### src/rtl/demux_1_4_2_bit_reg.sv
// Registered 1-to-4 code demultiplexer: each output slot is a one-entry valid/ready buffer.
// Optional discard counter on o_err_cnt is built only when DEMUX_ERR_CNT_EN is defined.
module demux_1_4_2_bit_reg #(
  parameter int DATA_W = 2,
  parameter int CNT_W  = 8
) (
  input  logic              i_clk,
  input  logic              i_rst_n,
  input  logic              i_en,
  input  logic              i_valid,
  input  logic [DATA_W-1:0] i_code,
  input  logic [1:0]        i_sel_code,
  output logic              o_ready,
  output logic [DATA_W-1:0] o_code_0,
  output logic [DATA_W-1:0] o_code_1,
  output logic [DATA_W-1:0] o_code_2,
  output logic [DATA_W-1:0] o_code_3,
  output logic [3:0]        o_valid,
  input  logic [3:0]        i_ready,
  output logic [CNT_W-1:0]  o_err_cnt
);

  logic [3:0]        valid_q;
  logic [3:0]        valid_d;
  logic [DATA_W-1:0] code_q [4];
  logic [DATA_W-1:0] code_d [4];
  logic              accept;
  logic [3:0]        load_oh;
  logic [3:0]        drain;

  // A full destination slot still accepts when it is being drained in the same cycle,
  // which keeps one transfer per cycle flowing. Gated by reset so o_ready is 0 while held.
  assign o_ready = i_rst_n & i_en &
                   (~valid_q[i_sel_code] | i_ready[i_sel_code]);
  assign accept  = i_valid & o_ready;

  always_comb begin
    load_oh = 4'b0000;
    if (accept) begin
      load_oh[i_sel_code] = 1'b1;
    end
    drain   = valid_q & i_ready;
    valid_d = (valid_q & ~drain) | load_oh;
    for (int k = 0; k < 4; k++) begin
      code_d[k] = load_oh[k] ? i_code : code_q[k];
    end
  end

  always_ff @(posedge i_clk or negedge i_rst_n) begin
    if (!i_rst_n) begin
      valid_q <= 4'b0000;
      for (int k = 0; k < 4; k++) begin
        code_q[k] <= '0;
      end
    end else begin
      valid_q <= valid_d;
      for (int k = 0; k < 4; k++) begin
        code_q[k] <= code_d[k];
      end
    end
  end

  assign o_valid  = valid_q;
  assign o_code_0 = code_q[0];
  assign o_code_1 = code_q[1];
  assign o_code_2 = code_q[2];
  assign o_code_3 = code_q[3];

`ifdef DEMUX_ERR_CNT_EN
  logic [CNT_W-1:0] err_cnt_q;
  logic [CNT_W-1:0] err_cnt_d;
  logic             discard;

  function automatic logic [CNT_W-1:0] sat_inc(input logic [CNT_W-1:0] v);
    if (&v) begin
      return v;
    end
    return v + CNT_W'(1);
  endfunction

  assign discard = i_valid & ~i_en;

  always_comb begin
    err_cnt_d = err_cnt_q;
    if (discard) begin
      err_cnt_d = sat_inc(err_cnt_q);
    end
  end

  always_ff @(posedge i_clk or negedge i_rst_n) begin
    if (!i_rst_n) begin
      err_cnt_q <= '0;
    end else begin
      err_cnt_q <= err_cnt_d;
    end
  end

  assign o_err_cnt = err_cnt_q;
`else
  assign o_err_cnt = '0;
`endif

endmodule

### config.mk
export PLATFORM = sky130hd
export DESIGN_NAME = demux_1_4_2_bit_reg
export DESIGN_NICKNAME = d
export VERILOG_FILES = /design/src/rtl/demux_1_4_2_bit_reg.sv
export SDC_FILE = /design/constraint.sdc
export NUM_CORES = 1
export LEC_CHECK = 0
export ABC_AREA = 1
export ABC_CLOCK_PERIOD_IN_PS = 3800
export BUFFER_PORTS_ARGS = -buffer_cell sky130_fd_sc_hd__buf_2
export CORE_MARGIN = 4
export CORE_UTILIZATION = 48
export CTS_CLUSTER_SIZE = 40
export DETAILED_ROUTE_END_ITERATION = 10
export PLACE_DENSITY = 0.91
export SYNTH_ARGS = -nofsm -noshare
export SYNTH_HDL_FRONTEND = slang
export SYNTH_SLANG_ARGS = --single-unit
### constraint.sdc
create_clock -name i_clk -period 3.8 [get_ports i_clk]
set_clock_uncertainty 0.2 [all_clocks]
set_input_delay 0 -clock i_clk [delete_from_list [all_inputs] [get_ports i_clk]]
set_output_delay 0 -clock i_clk [all_outputs]
set_load 0.05 [all_outputs]
==> metrics <==
Max Cap Violations=0; DRT iter0 DRCs=18; Syn Inst Count=93; Initial Utilization=0.525; Yosys top cell area share=0.429; f_max=0.388 GHz; DRC errors left=0; root buffer cell=clkbuf_4; Final nets=151; Synth cell types=17; H-tree levels=1; Core ar.=1330 um2; outcome=finished clean; Pwr Density=419 nW/um2; Slew Limit Fails=0; cell area after synthesis=701 um2; initial antenna violation count=0; Final ANT Viol Nets=0; leak pwr=0.570 nW; io pins=33; count of final setup violators=0; CTS Buf Count=3; layout cells sized above 1=0.277; largest net degree at the start of global routing=13; Critical Path RT=3.81 ns; syn avg cell area=7.53 um2; gpl congestion=0.837; first-pass GRT wire length=3.11 mm; Core Rows=13; RSZ-0062 raised after global routing=false; Clock Sinks=12; post-route setup TNS=0 ns; relative max-transition margin=0.640; Pwr Total=0.000422 W; Bufs on Longest Clock Path=2; dpl hpwl=1.18 mm; worst slew pin tran=0.539 ns; Tightest Hold Check Type=input pin to register; aggregate routed wire length=1.99 mm; Syn-to-layout area delta=43.8%; CP Launch Type=input pin; CP Capture Type=register; area leader, netlist=dfrtp_1; Via Count=751; Synth Warn #=0; Period Utilization, post-route=0.677; Die ar.=2130 um2; WS Path Type=input pin to register; TritonCTS clock tree=built; routed len/inst=13.1 um; worst-skew pair later-pin latency=0.27 ns; critical path arrival=2.59 ns; Seq/Total Area, Yosys=0.429; VDD IR max=349 uV; crit-path max FO=7; Total GRT Usage=0.214; Vias/cell=4.94; clock-pin slew on the worst setup and hold paths=0.07 ns; Die Y=46.2 um; Final min period=2.57 ns; Synth area leaders=dfrtp_1, nand2_1, buf_4, nor2_2, inv_1; DRT Pass-1 Iters=4; Remaining Overflow, GRT=0; ANT cells=0; vias in the first global route=736; final hold viol count=0; #FFs+latches synth=12; Port Buffer Count=24; chip width=46.2 um
-- synthesized netlist by cell type --
cell,number
a21oi_1,1
buf_4,8
buf_6,1
conb_1,1
dfrtp_1,12
inv_1,9
inv_2,2
nand2_1,37
nand2_2,1
nand2_4,1
nand3_1,3
nand3_4,1
nand4_1,4
nor2_1,2
nor2_2,6
o21ai_0,3
o21ai_1,1
-- stage by stage --
stage | instance area, um2 | worst slack, ns | hold slack, ns | std cells | util
5_1_grt | 1010 | 1.13 | 0.0360 | 152 | 0.755
6_report | 1010 | 1.23 | 0.0277 | 152 | 0.755
3_3_place_gp | 795 | 2.46 | -0.307 | 130 | 0.596
2_1_floorplan | 727 | 1.94 | -0.496 | 100 | -
4_1_cts | 1010 | 1.31 | 0.0173 | 152 | 0.755
3_5_place_dp | 795 | 2.45 | -0.304 | 130 | 0.596
-- per-layer routing --
layer / wire [um] / part of all wire / global-route usage / vias up
li1: - / - / - / 358
met1: 804 / 0.40 / 0.234 / 349
met2: 962 / 0.48 / 0.346 / 35
met3: 144 / 0.072 / 0.0469 / 9
met4: 82 / 0.041 / 0.182 / 0
met5: 0 / 0 / 0 / -
-- critical path, stage by stage --
cell,delay [ns]
dlygate4sd3_1,0.53
buf_2,0.17
nor2_2,0.16
nand2_1,0.07
nand2_1,0.07
nor2_2,0.05
nand2_4,0.09
nand3_4,0.10
nor2_2,0.12
nand2_1,0.07
dlygate4sd3_1,0.55
nand2_1,0.06
dlygate4sd3_1,0.53
-- cell families after synthesis --
group | synth area share
simple gates | 0.370
buf+inv | 0.161
flops | 0.429
compound gates | 0.0357
other cells | 0.00535
-- cell type report --
cell class              count  area (um2)
multi-input cells          68         314
repair buffers             43         310
flip-flops and latches     12         300
fillers                    87         327
well taps                  15        18.8
inverters                  11        41.3
clock buffers               3        22.5
-- sequential cells by signal, summed over array words and instances, names as in the netlist --
name      flops
o_valid       4
o_code_1      2
o_code_3      2
o_code_2      2
o_code_0      2
-- power by group --
part | total (W) | internal [W] | switching [W]
registers | 0.000159 | 0.000148 | 0.0000107
clock network | 0.0000788 | 0.0000367 | 0.0000420
logic | 0.000185 | 0.0000477 | 0.000137
-- final timing paths --
path / cells past startpoint / slack, ns / from / end
hold reg to reg: 2 / 0.28 / o_code_3[0] / o_code_3[0]
setup reg to reg: 11 / 1.30 / o_valid[0] / o_code_2[1]
max in group asynchronous: 3 / 2.45 / i_rst_n / o_code_3[1]
hold / removal: 6 / 0.03 / i_sel_code[0] / o_code_0[1]
min in group asynchronous: 3 / 0.59 / i_rst_n / o_valid[1]
setup / recovery: 13 / 1.23 / i_sel_code[1] / o_code_2[1]
-- placed cells by master, fill, tap and decap left out, drive strengths merged --
cell / count
dlygate4sd3: 19
clkbuf: 3
nand2: 39
dfrtp: 12
nand4: 4
nand3: 4
o21ai: 4
nor2: 8
a21oi: 1
inv: 11
buf: 24
conb: 8
-- timing repair --
item                                    in CTS  in global routing
gates resized for setup                      0                  0
setup buffers                                0                  0
hold endpoints to repair                    24                  0
hold buffers                                19                  0
endpoints found under the setup margin       0                  0
Power figures use the tool's default switching activity.
